`src/rtl/pe_shift_acc_pkg.sv`:
```
// Shared types and constants for the PE shift-accumulate stage.
//   sht_num_e  : shift selector; the applied left shift is 1 << sht_num (1, 2, 4 or 8 bits)
//   ss_ctl_t   : per-beat shift-accumulate control word
//   sa_state_e : accumulator FSM state
//   SaAccWd    : default internal accumulator width
package pe_shift_acc_pkg;

    localparam int unsigned SaAccWd = 24;

    typedef enum logic [1:0] {
        Sht1 = 2'd0,
        Sht2 = 2'd1,
        Sht4 = 2'd2,
        Sht8 = 2'd3
    } sht_num_e;

    typedef struct packed {
        logic     init;     // take base from the psum pad (or zero when fstpix)
        logic     fstpix;   // first beat of a pixel: base is zero
        logic     lstpix;   // last beat: emit saturated psum
        logic     sht;      // shift base before adding the partial product
        sht_num_e sht_num;
    } ss_ctl_t;

    typedef enum logic {
        SaIdle,
        SaAcc
    } sa_state_e;

    // Left-shift distance selected by sht_num.
    function automatic logic [3:0] sht_amt(sht_num_e n);
        return 4'd1 << n;
    endfunction

endpackage

```
`src/rtl/pe_shift_acc_psum_sat.sv`:
```
// Combinational signed clamp from an InWd-bit accumulator to an OutWd-bit psum.
//   in_i  : signed accumulator value
//   out_o : value clamped to [-2^(OutWd-1), 2^(OutWd-1)-1]
module psum_sat #(
    parameter int unsigned InWd  = 24,
    parameter int unsigned OutWd = 16
) (
    input  logic signed [InWd-1:0]  in_i,
    output logic signed [OutWd-1:0] out_o
);

    localparam logic signed [InWd-1:0] MaxV = {{(InWd-OutWd+1){1'b0}}, {(OutWd-1){1'b1}}};
    localparam logic signed [InWd-1:0] MinV = {{(InWd-OutWd+1){1'b1}}, {(OutWd-1){1'b0}}};

    always_comb begin
        out_o = in_i[OutWd-1:0];
        if (in_i > MaxV) begin
            out_o = MaxV[OutWd-1:0];
        end else if (in_i < MinV) begin
            out_o = MinV[OutWd-1:0];
        end
    end

endmodule

```
`src/rtl/pe_shift_acc.sv`:
```
// Shift-accumulate stage of the PE datapath. Folds bit-serial Aunit partial products into
// one psum per output pixel and emits it saturated through a single-entry output register.
//   i_clk, i_rst      : clock, asynchronous active-low reset
//   i_clear           : synchronous clear, highest priority
//   i_stall           : freezes all state, blocks both handshakes
//   i_tw              : pixels per row, tracked while idle
//   i_valid/o_ready   : Aunit beat handshake; i_ss/i_au_data/i_ppad_rdata qualify the beat
//   o_psum_valid/i_psum_ready/o_psum : output psum handshake
//   o_row_done        : pulse while the last psum of a row is being accepted downstream
//   o_err             : sticky, set by a beat without init while idle
module pe_shift_acc
    import pe_shift_acc_pkg::*;
#(
    parameter int unsigned ACCWD   = SaAccWd,
    parameter int unsigned PSUMDWD = 16,
    parameter int unsigned AUWD    = 16
) (
    input  logic               i_clk,
    input  logic               i_rst,
    input  logic               i_clear,
    input  logic               i_stall,
    input  logic [6:0]         i_tw,
    input  logic               i_valid,
    output logic               o_ready,
    input  ss_ctl_t            i_ss,
    input  logic [AUWD-1:0]    i_au_data,
    input  logic [PSUMDWD-1:0] i_ppad_rdata,
    output logic               o_psum_valid,
    input  logic               i_psum_ready,
    output logic [PSUMDWD-1:0] o_psum,
    output logic               o_row_done,
    output logic               o_err
);

    sa_state_e                 state_q;
    logic signed [ACCWD-1:0]   acc_q;
    logic                      psum_valid_q;
    logic signed [PSUMDWD-1:0] psum_q;
    logic                      err_q;
    logic [6:0]                tw_q;
    logic [6:0]                pix_cnt_q;

    logic                      idle, accept, drain, first, row_wrap;
    logic signed [ACCWD-1:0]   base, sh, acc_next, ppad_ext, au_ext;
    logic signed [PSUMDWD-1:0] sat_out;

    always_comb begin
        idle     = (state_q == SaIdle);
        accept   = i_valid & o_ready & ~i_stall;
        drain    = psum_valid_q & i_psum_ready & ~i_stall;
        // A non-init beat while idle is handled as a fresh pixel starting from zero.
        first    = (i_ss.init & i_ss.fstpix) | (~i_ss.init & idle);
        ppad_ext = {{(ACCWD-PSUMDWD){i_ppad_rdata[PSUMDWD-1]}}, i_ppad_rdata};
        au_ext   = {{(ACCWD-AUWD){i_au_data[AUWD-1]}}, i_au_data};
        if (first) begin
            base = '0;
        end else if (i_ss.init) begin
            base = ppad_ext;
        end else begin
            base = acc_q;
        end
        sh       = i_ss.sht ? (base <<< sht_amt(i_ss.sht_num)) : base;
        acc_next = sh + au_ext;
        row_wrap = (pix_cnt_q == tw_q - 7'd1);
    end

    psum_sat #(
        .InWd  (ACCWD),
        .OutWd (PSUMDWD)
    ) u_psum_sat (
        .in_i  (acc_next),
        .out_o (sat_out)
    );

    always_ff @(posedge i_clk or negedge i_rst) begin
        if (!i_rst) begin
            state_q      <= SaIdle;
            acc_q        <= '0;
            psum_valid_q <= 1'b0;
            psum_q       <= '0;
            err_q        <= 1'b0;
            tw_q         <= 7'd1;
            pix_cnt_q    <= '0;
        end else if (i_clear) begin
            state_q      <= SaIdle;
            acc_q        <= '0;
            psum_valid_q <= 1'b0;
            psum_q       <= '0;
            err_q        <= 1'b0;
            tw_q         <= 7'd1;
            pix_cnt_q    <= '0;
        end else if (!i_stall) begin
            // Row length only follows i_tw between pixels; it is frozen once a pixel is open.
            if (idle) begin
                tw_q <= i_tw;
            end
            if (drain) begin
                psum_valid_q <= 1'b0;
                pix_cnt_q    <= row_wrap ? 7'd0 : pix_cnt_q + 7'd1;
            end
            // Refill after drain so a same-cycle drain+refill leaves the register valid.
            if (accept) begin
                if (!i_ss.init && idle) begin
                    err_q <= 1'b1;
                end
                if (i_ss.lstpix) begin
                    psum_q       <= sat_out;
                    psum_valid_q <= 1'b1;
                    acc_q        <= '0;
                    state_q      <= SaIdle;
                end else begin
                    acc_q   <= acc_next;
                    state_q <= SaAcc;
                end
            end
        end
    end

    assign o_ready      = ~psum_valid_q | i_psum_ready;
    assign o_psum_valid = psum_valid_q;
    assign o_psum       = psum_q;
    assign o_row_done   = drain & row_wrap;
    assign o_err        = err_q;

endmodule

```
`config.mk`:
```
export PLATFORM = sky130hd
export DESIGN_NAME = pe_shift_acc
export DESIGN_NICKNAME = d
export VERILOG_FILES = /design/src/rtl/pe_shift_acc_pkg.sv /design/src/rtl/pe_shift_acc_psum_sat.sv /design/src/rtl/pe_shift_acc.sv
export SDC_FILE = /design/constraint.sdc
export NUM_CORES = 1
export LEC_CHECK = 0
export BUFFER_PORTS_ARGS = -buffer_cell sky130_fd_sc_hd__buf_2
export CAP_MARGIN = 0
export CORE_UTILIZATION = 53
export DETAILED_ROUTE_END_ITERATION = 7
export PLACE_DENSITY_LB_ADDON = 0.05
export SYNTH_ARGS = -nofsm -noshare
export SYNTH_HDL_FRONTEND = slang
export SYNTH_SLANG_ARGS = --single-unit
```
`constraint.sdc`:
```
create_clock -name i_clk -period 3.8 [get_ports i_clk]
set_input_delay 1.14 -clock i_clk [delete_from_list [all_inputs] [get_ports i_clk]]
set_output_delay 1.14 -clock i_clk [all_outputs]
set_load 0.03 [all_outputs]
```
== After elaboration in Yosys (flattened, before gate mapping) ==
Index checks and enable logic that the tools add are counted.

* Register bits: 57
* Bits of input ports: 51
* Output and inout port bits: 20
* Logic and storage cells: 74

* Add/sub/neg operators: 3
* $lt $le $gt $ge: 2
* Equality and inequality tests: 3
* Shifts and indexed selects: 2
* Muxes and demuxes: 33
* Bitwise gates (word level): 13
* Reduce and logical (&&, ||, !) cells: 11

{| class="wikitable"
|+ Operators with widths
! kind !! number
|-
| two-way mux 24 bit || 7
|-
| two-way mux 16 bit || 6
|-
| two-way mux 7 bit || 7
|-
| adder 24 x 16 -> 24 bit || 1
|-
| > comparator 24 x 16 -> 1 bit (second input constant) || 1
|-
| less-than comparator 24 x 16 -> 1 bit (second input constant) || 1
|-
| <<< shifter 24 x 4 -> 24 bit || 1
|-
| two-way mux 1 bit || 13
|-
| nonzero test 2 bit || 4
|-
| adder 7 x 1 -> 7 bit (second input constant) || 1
|-
| bitwise AND 1 bit || 7
|-
| == test 7 bit || 1
|-
| subtractor 7 x 1 -> 7 bit (second input constant) || 1
|-
| AND reduction 2 bit || 3
|-
| AND reduction 3 bit || 2
|-
| inequality test 2 bit (second input constant) || 2
|-
| inverter 1 bit || 4
|-
| left shift 1 x 2 -> 4 bit (first input constant) || 1
|-
| OR 1 bit || 2
|-
| logical AND 1 bit || 1
|-
| logical NOT 1 bit || 1
|}

== Logic depth before layout (Yosys ltp) ==
Gate-level depths: netlist of the first run.

* Depth in word-level cells: 14
* Depth in mapped cells: 22
* Gate-level depth less buffers: 18

== Modules after synthesis ==
From an unflattened synthesis of the first run, not the netlist that was laid out.

* Cells, all modules: 591
* Area, all modules: 5037.3 sq um

{| class="wikitable"
|+ By module, submodules not included
! module !! times used !! cells an instance !! area each (sq um) !! sequential area each (sq um)
|-
| pe_shift_acc || 1 || 548 || 4723.3 || 1427.6
|-
| psum_sat || 1 || 43 || 314.1 || 0.0
|}

== Worst setup path after synthesis of the first run ==
OpenSTA, ideal clock, no wires.

* Path type: in2reg
* From: in i_ss[5] in the netlist's numbering
* To: reg psum_q[10] (netlist: o_psum[10])
* Data arrival time: 4870 ps
* Required time: 3681 ps
* Slack: -1189 ps
* Cell stages on the path: 20
* Path through: buf_4 -> clkbuf_1 -> buf_2 -> mux2_2 -> nand2_1 -> nand2_1 -> o211ai_1 -> o21ai_0 -> mux2_2 -> ha_1 -> and3_1 -> o2bb2ai_1 -> a311oi_2 -> nor2b_2 -> a31oi_2 -> xor2_2 -> nand4_2 -> buf_6 -> a21oi_1 -> o21ai_2

* Cells in the longest elaborated chain, start to end: 14

{| class="wikitable"
|+ Ends and longest elaborated chain
! item !! RTL line !! source
|-
| from (decl) || pe_shift_acc.sv:25 || <nowiki>input ss_ctl_t i_ss,</nowiki>
|-
| inverter 1 bit || pe_shift_acc.sv:52 || <nowiki>first = (i_ss.init & i_ss.fstpix) | (~i_ss.init & idle);</nowiki>
|-
| bitwise AND 1 bit || pe_shift_acc.sv:52 ||
|-
| OR 1 bit || pe_shift_acc.sv:52 ||
|-
| two-way mux 24 bit * || pe_shift_acc.sv:55 || <nowiki>if (first) begin</nowiki>
|-
| <<< shifter 24 x 4 -> 24 bit || pe_shift_acc.sv:62 || <nowiki>sh = i_ss.sht ? (base <<< sht_amt(i_ss.sht_num)) : base;</nowiki>
|-
| two-way mux 24 bit * || pe_shift_acc.sv:62 ||
|-
| adder 24 x 16 -> 24 bit * || pe_shift_acc.sv:63 || <nowiki>acc_next = sh + au_ext;</nowiki>
|-
| less-than comparator 24 x 16 -> 1 bit || pe_shift_acc_psum_sat.sv:19 || <nowiki>end else if (in_i < MinV) begin</nowiki>
|-
| two-way mux 16 bit || pe_shift_acc_psum_sat.sv:19 ||
|-
| two-way mux 16 bit * || pe_shift_acc_psum_sat.sv:17 || <nowiki>if (in_i > MaxV) begin</nowiki>
|-
| two-way mux 16 bit * || pe_shift_acc.sv:106 || <nowiki>if (i_ss.lstpix) begin</nowiki>
|-
| two-way mux 16 bit * || pe_shift_acc.sv:102 || <nowiki>if (accept) begin</nowiki>
|-
| two-way mux 16 bit * || pe_shift_acc.sv:92 || <nowiki>end else if (!i_stall) begin</nowiki>
|-
| two-way mux 16 bit * || pe_shift_acc.sv:84 || <nowiki>end else if (i_clear) begin</nowiki>
|-
| to (signal assigned) || pe_shift_acc.sv:107 || <nowiki>psum_q <= sat_out;</nowiki>
|-
| to (decl) || pe_shift_acc.sv:38 || <nowiki>logic signed [PSUMDWD-1:0] psum_q;</nowiki>
|}

Mark *: on every way between the ends. The rest lies on a longest branch, timed or not. The select of a mux whose other input is x is not followed.
A chain may end at the register's enable or synchronous reset.

== Worst setup path after layout of the first run ==
* From: in i_ss[5] in the netlist's numbering
* To: reg psum_q[8] (netlist: o_psum[8])

The elaborated chain is that of the path after synthesis.

==> impl_metrics.tcl, run 1 <==
set metrics [dict create \
    routed_wl_um 18200 \
    start_util_pct 55.3 \
    syn_inst 622 \
    r2r_slack_ps -340 \
    hold_depth 2 \
    hp-class "register to register" \
    postCtsHoldBufs 0 \
    synth_nets 700 \
    placed_cells 918 \
    synth_cell_types 72 \
    n_antenna_cell 0 \
    clock_latency_ps 330 \
    dp_hpwl_um 12600 \
    cp-startpoint "i_ss[5]" \
    finalInstanceArea_um2 7840 \
    required_ps 4030 \
    ant_nets 0 \
    maxCapViolCount 0 \
    drt_iter0_drc 466 \
    power_per_cell_area_nw_per_um2 286 \
    drv_slew 0 \
    critical_path_class "input pin to register" \
    r2r-end "o_psum[8]" \
    ys_seq_area_share_pct 27.7 \
    rsz0062_at_grt "yes" \
    slew_headroom_pct 31.8 \
    finalCriticalPeriod_ps 4640 \
    fillers 565 \
    grt_overflow_total 0 \
    via_per_inst 6.04 \
    route.detailed.drc 0 \
    portBuffers 70 \
    yosys_warnings 0 \
    cts_tree "built" \
    hold-worst-slack_ps 484 \
    cpMaxStageDelayCell "mux4_2" \
    final_nets 915 \
    worstPathArrival_ps 4870 \
    timing.rr.start "state_q" \
    avgRoutedWirePerCell_um 18.8 \
    fp-row-count 35 \
    total_power_w 0.00224 \
    dpl_cell_area_um2 6710 \
    cp_cell_sequence "buf_12 -> nor2_4 -> buf_12 -> a21oi_4 -> and2_4 -> mux4_2 -> mux2_4 -> ha_4 -> buf_6 -> a21oi_4 -> o21ai_4 -> nor4_4 -> buf_4 -> and3_4 -> o31ai_4 -> xnor2_2 -> buf_4 -> nor2_4 -> a31oi_4 -> clkbuf_16 -> o21ai_2" \
    layout-drive-gt1-share_pct 48.6 \
    ir_worst_vdd_mv 0.286 \
    critPathBufInv 6 \
    grt_pass1_vias 5569 \
    cts.sinks 57 \
    track_usage_pct 34.8 \
    ff2ff_path_depth 20 \
    cts.htree.levels 3 \
    async_flop_share_pct 100 \
    fp.dieH_um 101 \
    antenna_found_initial 0 \
    cpLargestDelayFamily "buffers and inverters" \
    tightest_slew_ps 1020 \
    crit_fanout 7 \
    grt_first_pass_wirelength_um 27200 \
    cts_buffers 9 \
    ys.flop_type "dfrtp_1" \
    violations "setup timing" \
    synth_area_um2 5160 \
    synth_edf_count 0 \
    final_cells 970 \
    grt_max_degree 48 \
    syn_to_final_growth_pct 51.9 \
    clk_pin_slew_worst_paths_ps 70 \
    synth_area_per_cell_um2 8.29 \
    die_x_um 101 \
    final.setup.worst_slack_ps -840 \
    cts_root_buf "clkbuf_8" \
    timing.fmax_mhz 216 \
    finClkSkew_ps 12.5 \
    hold_path.startpoint "o_psum[6]" \
    cp-start-kind "input pin" \
    multiInputGateArea_um2 4230 \
    coreArea_um2 9330 \
    slowest_delay_ps 460 \
    holdPathEnd "o_psum[6]" \
    globalplace.congestion 0.912 \
    register_area_um2 1430 \
    cts.path.max_buffers 2 \
    setup_viol 28 \
    period_share_pct 122 \
    ios 71 \
    hold_violations 0 \
    leakage_nw 3.65 \
    cp-end-kind "register" \
    outcome "complete, but fails checks" \
    synth_seq_cells 57 \
    num_vias 5855 \
    first_pass_iters 5 \
    die-area_um2 10100 \
    preCtsSetupSlack_ps -1260 \
]
==> state kept, by name (all words and copies together), names as in the netlist <==
signal,flops
state_q,1
pix_cnt_q,7
o_psum_valid,1
o_psum,16
tw_q,7
o_err,1
acc_q,24
==> per-stage QoR <==
stage                     util (%)  setup TNS, ps
after floorplan                  -         -11730
after global routing          84.0         -16740
after detailed placement      72.0         -28940
after global placement        72.0         -26810
after CTS                     79.5          -8900
final                         84.0         -14580
==> worst reg2reg max path, cell delays in order, from the launching register on <==
cell       delay (ps)
dfrtp_1           410
nor2_4            200
buf_12            140
a21oi_4            50
and2_4            180
mux4_2            460
mux2_4            290
ha_4              230
buf_6             120
a21oi_4           150
o21ai_4            90
nor4_4            330
buf_4             170
and3_4            180
o31ai_4            80
xnor2_2           240
buf_4             170
nor2_4             40
a31oi_4           250
clkbuf_16         220
o21ai_2            60
==> cells in the mapped netlist, types with 6 or more instances <==
cell / instances / area [µm²]
ha_1: 26 / 325
a21oi_1: 68 / 340
o211ai_1: 12 / 90.1
o21ai_0: 55 / 275
a31oi_1: 8 / 50.1
nor2_1: 54 / 203
nor3_1: 10 / 50.1
xnor2_1: 15 / 131
inv_1: 15 / 56.3
a21o_1: 13 / 97.6
nand2b_1: 10 / 62.6
nand2_1: 69 / 259
clkbuf_1: 22 / 82.6
nand3b_1: 7 / 52.6
mux4_2: 6 / 135
mux2i_1: 13 / 130
and3_1: 6 / 37.5
mux2_2: 14 / 158
a22o_1: 20 / 175
o21a_1: 6 / 45.0
dfrtp_1: 56 / 1400
xor2_1: 10 / 87.6
buf_2: 8 / 40.0
nand3_1: 14 / 70.1
o21ai_2: 10 / 87.6
==> routing by layer <==
metal / up-vias / global-route usage [%] / wire length, µm
met3: 57 / 4.92 / 951
met2: 218 / 61.7 / 9240
met5: - / 0 / 0
met1: 2868 / 44.4 / 7450
met4: 0 / 9.36 / 581
li1: 2712 / - / -
==> cells by family (layout without fill, tap and decap cells) <==
| family | count (synthesis) | count (layout) | synth area share, % |
|---|---|---|---|
| adder cells (fa/ha/maj) | 27 | 27 | 6.70 |
| AO/OA/AOI/OAI | 226 | 228 | 29.1 |
| AND/OR/NAND/NOR | 200 | 200 | 18.8 |
| multiplexers | 33 | 33 | 8.20 |
| flip-flops | 57 | 57 | 27.7 |
| buffers and inverters | 52 | 269 | 4.63 |
| XOR/XNOR | 27 | 27 | 4.88 |
==> worst max-delay path by stage <==
stage                endpoint  slack [ps]  cells after the start
floorplan           o_psum[5]        -710                     20
CTS                 o_psum[0]        -580                     19
global route        o_psum[8]        -880                     21
global placement    o_psum[1]       -1190                     19
finish              o_psum[8]        -840                     21
detailed placement  o_psum[3]       -1260                     19
==> cell type report <==
| type | instances | share of cell area, % |
|---|---|---|
| clock buffer | 12 | 1.85 |
| clock inverter | 3 | 0.224 |
| inverter | 15 | 0.719 |
| multi-input combinational | 515 | 54.0 |
| sequential | 57 | 18.2 |
| tap | 129 | 2.06 |
| timing repair buffer | 239 | 22.9 |
==> power breakdown <==
group          switching, W  total, W  internal (W)
clock              0.000231  0.000480      0.000249
combinational      0.000584   0.00111      0.000528
sequential        0.0000203  0.000653      0.000633
==> layout by cell type (no fill, tap or decap), types with 16 or more instances in the layout <==
| master | Yosys | routed |
|---|---|---|
| a21oi_1 | 68 | 39 |
| a21oi_2 | 0 | 25 |
| o21ai_2 | 10 | 16 |
| nor2_1 | 54 | 41 |
| buf_4 | 1 | 151 |
| o21ai_0 | 55 | 32 |
| a22o_1 | 20 | 20 |
| dfrtp_1 | 56 | 56 |
| nand2_1 | 69 | 59 |
| buf_2 | 8 | 69 |
==> timing repair <==
| item | CTS | global route |
|---|---|---|
| endpoints found under the hold margin | 0 | 0 |
| cloned | 5 | 0 |
| pin swaps | 36 | 35 |
| resized for setup | 73 | 70 |
| buffers inserted | 18 | 14 |
| endpoints found under the setup margin | 30 | 31 |
Note: power is estimated with default switching activity, not from simulation.
==> run 2, diff against run 1 <==
Settings changed: CORE_UTILIZATION 53 to 45.
==> run 2 against run 1 <==
The flow still finishes with violations (setup timing). Utilization is 9.5 points lower. Via count is 0.67% lower. Register-to-register slack better by 190 ps. Sequential cell count unchanged. Count of clock-buffer cells in the layout unchanged. Clock skew shrank 2.4 ps. Final cell count is 2.2% higher. First-iteration DRC count fell by 24%. Die area increased by 17%. Clock power is 61% higher.
==> impl_metrics.tcl, run 2 (synthesis gave the netlist of run 1 again) <==
set metrics [dict create \
    timing.fmax_mhz 222 \
    tightest_slew_ps 836 \
    top_register "acc_q" \
    fp-row-count 38 \
    die_x_um 109 \
    cts_tree "built" \
    cts_buffers 9 \
    grt_first_pass_wirelength_um 27500 \
    ir_worst_vdd_mv 0.285 \
    r2r-end "o_psum[1]" \
    n_antenna_cell 0 \
    final_cell_mix "148 x buf_4, 68 x buf_2, 61 x nand2_1" \
    slew_headroom_pct 44.2 \
    final.setup.worst_slack_ps -695 \
    maxCapViolCount 0 \
    violations "setup timing" \
    cp-start-kind "input pin" \
    cpMaxStageDelayCell "mux4_2" \
    final_nets 925 \
    clock_latency_ps 330 \
    multiInputGateArea_um2 4290 \
    cp_cell_sequence "buf_12 -> nor2_4 -> a21oi_4 -> buf_12 -> and2_4 -> mux4_2 -> mux2_4 -> ha_4 -> buf_6 -> a21oi_2 -> o21ai_2 -> nor4_2 -> a31oi_1 -> xor2_1 -> nor4_2 -> nand4_2 -> buf_6 -> a21boi_0 -> o21ai_2" \
    hold_depth 2 \
    syn_to_final_growth_pct 58.7 \
    leakage_nw 3.78 \
    final_common_cell "buf_4" \
    num_vias 5816 \
    cts.sinks 57 \
    grt_pass1_vias 5608 \
    layout-drive-gt1-share_pct 50.8 \
    start_util_pct 47.0 \
    fillers 798 \
    finalCriticalPeriod_ps 4500 \
    setup_tns_ps -12900 \
    grt_overflow_total 0 \
    avgRoutedWirePerCell_um 18.4 \
    register_area_um2 1430 \
    ant_nets 0 \
    coreArea_um2 11000 \
    holdPathEnd "o_psum[13]" \
    postCtsHoldBufs 0 \
    critPathBufInv 4 \
    critical_path_class "input pin to register" \
    route.detailed.drc 0 \
    outcome "complete, but fails checks" \
    ff2ff_path_depth 18 \
    routed_wl_um 18300 \
    power_per_cell_area_nw_per_um2 313 \
    preCtsSetupSlack_ps -1310 \
    finClkSkew_ps 10.1 \
    cts.path.max_buffers 2 \
    cp-startpoint "i_ss[5]" \
    die-area_um2 11900 \
    hold_path.startpoint "o_psum[13]" \
    placed_cells 934 \
    cp-end-kind "register" \
    hold_violations 0 \
    crit_fanout 6 \
    finalInstanceArea_um2 8180 \
    required_ps 4010 \
    via_per_inst 5.87 \
    setup_viol 30 \
    drv_slew 0 \
    fp.dieH_um 109 \
    worstPathArrival_ps 4710 \
    cts_root_buf "clkbuf_16" \
    slowest_delay_ps 460 \
    portBuffers 70 \
    rsz0062_at_grt "yes" \
    first_pass_iters 5 \
    period_share_pct 118 \
    hp-class "register to register" \
    final_cells 991 \
    largest_register_ffs 24 \
    antenna_found_initial 0 \
    cts.htree.levels 3 \
    timing.rr.start "state_q" \
    track_usage_pct 30.2 \
    ios 71 \
    cpLargestDelayFamily "simple AND/OR/NAND/NOR gates" \
    clk_pin_slew_worst_paths_ps 50 \
    dp_hpwl_um 12900 \
    drt_iter0_drc 353 \
    grt_max_degree 37 \
    dpl_cell_area_um2 6780 \
    r2r_slack_ps -150 \
    fin_util_pct 74.5 \
    globalplace.congestion 0.906 \
]
run 2: cell count changes in the layout (fill, tap and decap cells not counted), moves of 6 or more:
cell | before | now
a21oi_2 | 25 | 19
a21oi_4 | 6 | 14
o21ai_2 | 16 | 23
clkbuf_8 | 10 | 0
buf_6 | 10 | 23
nor2_2 | 7 | 15
clkbuf_16 | 1 | 10
run 2: cell type report:
cell class / count / share of cell area (%)
repair buffers: 251 / 23.9
well taps: 140 / 2.14
inverters: 15 / 0.688
clock buffers: 12 / 2.89
clock inverters: 3 / 0.520
flip-flops and latches: 57 / 17.4
multi-input cells: 513 / 52.5
run 2: what timing repair did:
item / in CTS / in global routing
buffers inserted: 28 / 18
resized for setup: 107 / 78
gates cloned: 2 / 0
setup endpoints to repair: 32 / 31
pin swaps: 42 / 45
run 2: power by group:
part           switching [W]  internal [W]  total (W)
logic               0.000577      0.000559    0.00114
registers          0.0000192      0.000634   0.000653
clock network       0.000272      0.000502   0.000775
total               0.000868       0.00169    0.00256
run 2: metal layers:
layer	global-route usage, %	up-vias	part of all wire [%]
met5	0	-	0
met4	9.36	0	2.4
met3	4.54	34	4.0
met2	53.3	193	52
met1	37.5	2853	42
li1	-	2736	-
run 2: per-stage QoR:
stage          hold WS (ps)  power [W]
2_1_floorplan           446    0.00117
3_3_place_gp            459    0.00154
3_5_place_dp            463    0.00155
4_1_cts                 474    0.00247
5_1_grt                 509    0.00267
6_report                471    0.00256
run 2: worst max path at each step:
stage,endpoint,cells past startpoint
final,o_psum[1],19
after floorplan,o_psum[5],20
after global placement,o_psum[2],19
after detailed placement,o_psum[4],21
after global routing,o_psum[2],20
after CTS,o_psum[2],19
run 2: tightest hold or removal path, stage by stage, from the launching register on:
cell,delay (ps)
dfrtp_1,330
nand2_1,60
o21ai_2,50
==> run 3, diff against run 2 <==
Settings changed: TNS_END_PERCENT set to 5.
==> run 3 against run 2 <==
The run still ends with setup timing left. Highest routed layer unchanged. Final cell count fell by 1.5%. Worst setup slack barely moved. Sequential cell count did not move. Wire length fell by 6.7%.
==> impl_metrics.tcl, run 3 (synthesis gave the netlist of run 1 again) <==
set metrics [dict create \
    fp.dieH_um 109 \
    p_sw_share_pct 34.4 \
    violations "setup timing" \
    pwr-share-seq_pct 25.9 \
    finalCriticalPeriod_ps 4490 \
    timing.fmax_mhz 222 \
    antenna_found_initial 0 \
    syn_to_final_growth_pct 49.9 \
    rsz0062_at_grt "yes" \
    critical_path_class "input pin to register" \
    hold_violations 0 \
    p_sw_w 0.000865 \
    via_per_inst 5.75 \
    worstPathArrival_ps 4710 \
    finClkSkew_ps 10.9 \
    ir_worst_vdd_mv 0.248 \
    cts_root_buf "clkbuf_16" \
    drt_iter0_drc 290 \
    top_register "acc_q" \
    cp-start-kind "input pin" \
    power_per_cell_area_nw_per_um2 326 \
    clockPowerShare_pct 33.1 \
    route.detailed.drc 0 \
    fp-row-count 38 \
    ios 71 \
    required_ps 4010 \
    final_common_cell "buf_4" \
    cts.path.max_buffers 2 \
    routed_wl_um 17000 \
    grt_overflow_total 0 \
    final_nets 909 \
    slew_headroom_pct 48.1 \
    final.setup.worst_slack_ps -695 \
    tightest_slew_ps 778 \
    largest_register_ffs 24 \
    grt_max_degree 36 \
    globalplace.congestion 0.967 \
    cts_tree "built" \
    track_usage_pct 30.1 \
    grt_first_pass_wirelength_um 27500 \
    coreArea_um2 11000 \
    layout-drive-gt1-share_pct 46.8 \
    n_antenna_cell 0 \
    num_vias 5612 \
    leakage_nw 3.61 \
    portBuffers 70 \
    p_int_w 0.00165 \
    die-area_um2 11900 \
    first_pass_iters 4 \
    ant_nets 0 \
    final_cell_mix "149 x buf_4, 69 x buf_2, 61 x nand2_1" \
    outcome "complete, but fails checks" \
    clock_latency_ps 330 \
    postCtsHoldBufs 0 \
    clk_pin_slew_worst_paths_ps 60 \
    setup_viol 25 \
    pwr-share-comb_pct 41.0 \
    cp-end-kind "register" \
    die_x_um 109 \
    maxCapViolCount 0 \
    start_util_pct 47.0 \
    period_share_pct 118 \
    drv_slew 0 \
    avgRoutedWirePerCell_um 17.5 \
    grt_pass1_vias 5568 \
    hold-worst-slack_ps 477 \
    cts.sinks 57 \
    crit_fanout 8 \
    cts_buffers 9 \
    cts.htree.levels 3 \
    hp-class "register to register" \
    dp_hpwl_um 12800 \
    preCtsSetupSlack_ps -1350 \
]
[run 3: cell types whose count changed in the layout (fill, tap and decap cells not counted), sizes merged]
cell and change:
clkbuf -3, buf -16, clkinv -1, inv +5
[run 3: power groups by stage]
stage	Clock (W)	Sequential, W	Combinational (W)
after global placement	0	0.000661	0.000867
after global routing	0.000874	0.000655	0.00111
after floorplan	0	0.000672	0.000484
final	0.000834	0.000652	0.00103
after CTS	0.000841	0.000651	0.000970
after detailed placement	0	0.000662	0.000880
[run 3: area by class of cell]
| class | count | area [µm²] |
|---|---|---|
| inverters | 15 | 56.3 |
| clock inverters | 7 | 81.3 |
| fillers | 864 | 3250 |
| well taps | 140 | 175 |
| clock buffers | 9 | 225 |
| repair buffers | 235 | 1760 |
| multi-input cells | 513 | 4010 |
| flip-flops and latches | 57 | 1430 |
[run 3: through the flow]
| step | util, % | total power, W | TNS [ps] | cells | area (µm²) |
|---|---|---|---|---|---|
| floorplan | - | 0.00116 | -12480 | 622 | 5330 |
| global placement | 61.4 | 0.00153 | -31080 | 938 | 6740 |
| detailed placement | 61.4 | 0.00154 | -31600 | 938 | 6740 |
| CTS | 68.1 | 0.00246 | -10640 | 966 | 7480 |
| global route | 70.4 | 0.00264 | -15300 | 976 | 7730 |
| finish | 70.4 | 0.00252 | -11920 | 976 | 7730 |
[run 3: path summary, 6_finish.rpt]
| check | depth (start not counted) | slack, ps | from | to |
|---|---|---|---|---|
| min in group asynchronous | 1 | 790 | i_rst | tw_q[3] |
| hold reg to reg | 2 | 480 | o_psum[7] | o_psum[7] |
| max in group asynchronous | 2 | 2160 | i_rst | acc_q[9] |
| hold / removal | 2 | 480 | o_psum[7] | o_psum[7] |
| setup reg to reg | 19 | -170 | state_q | o_psum[2] |
| setup / recovery | 19 | -690 | i_ss[5] | o_psum[2] |
[run 3: routing by layer]
| layer | routed length, µm | GRT usage, % | vias up |
|---|---|---|---|
| met3 | 892 | 5.44 | 50 |
| met5 | 0 | 0 | - |
| li1 | - | - | 2696 |
| met1 | 6980 | 36.7 | 2691 |
| met2 | 8540 | 52.3 | 175 |
| met4 | 633 | 12.0 | 0 |
[run 3: critical path, stage by stage]
cell	delay [ps]
buf_12	110
buf_6	120
mux2_2	380
nand2_8	100
nor2_2	40
o311ai_1	280
o21ai_1	160
ha_1	390
nor3_1	80
nor2_2	260
nand3_2	180
a21o_1	260
a21o_1	220
a21oi_2	170
and3b_2	270
a31oi_4	180
buf_12	150
buf_12	130
o21ai_1	70
[run 3: repair_timing]
| item | in CTS | in global routing |
|---|---|---|
| gates resized for setup | 70 | 45 |
| pin swaps | 32 | 35 |
| gates cloned | 2 | 1 |
| setup endpoints to repair | 32 | 31 |
| setup buffers | 10 | 9 |
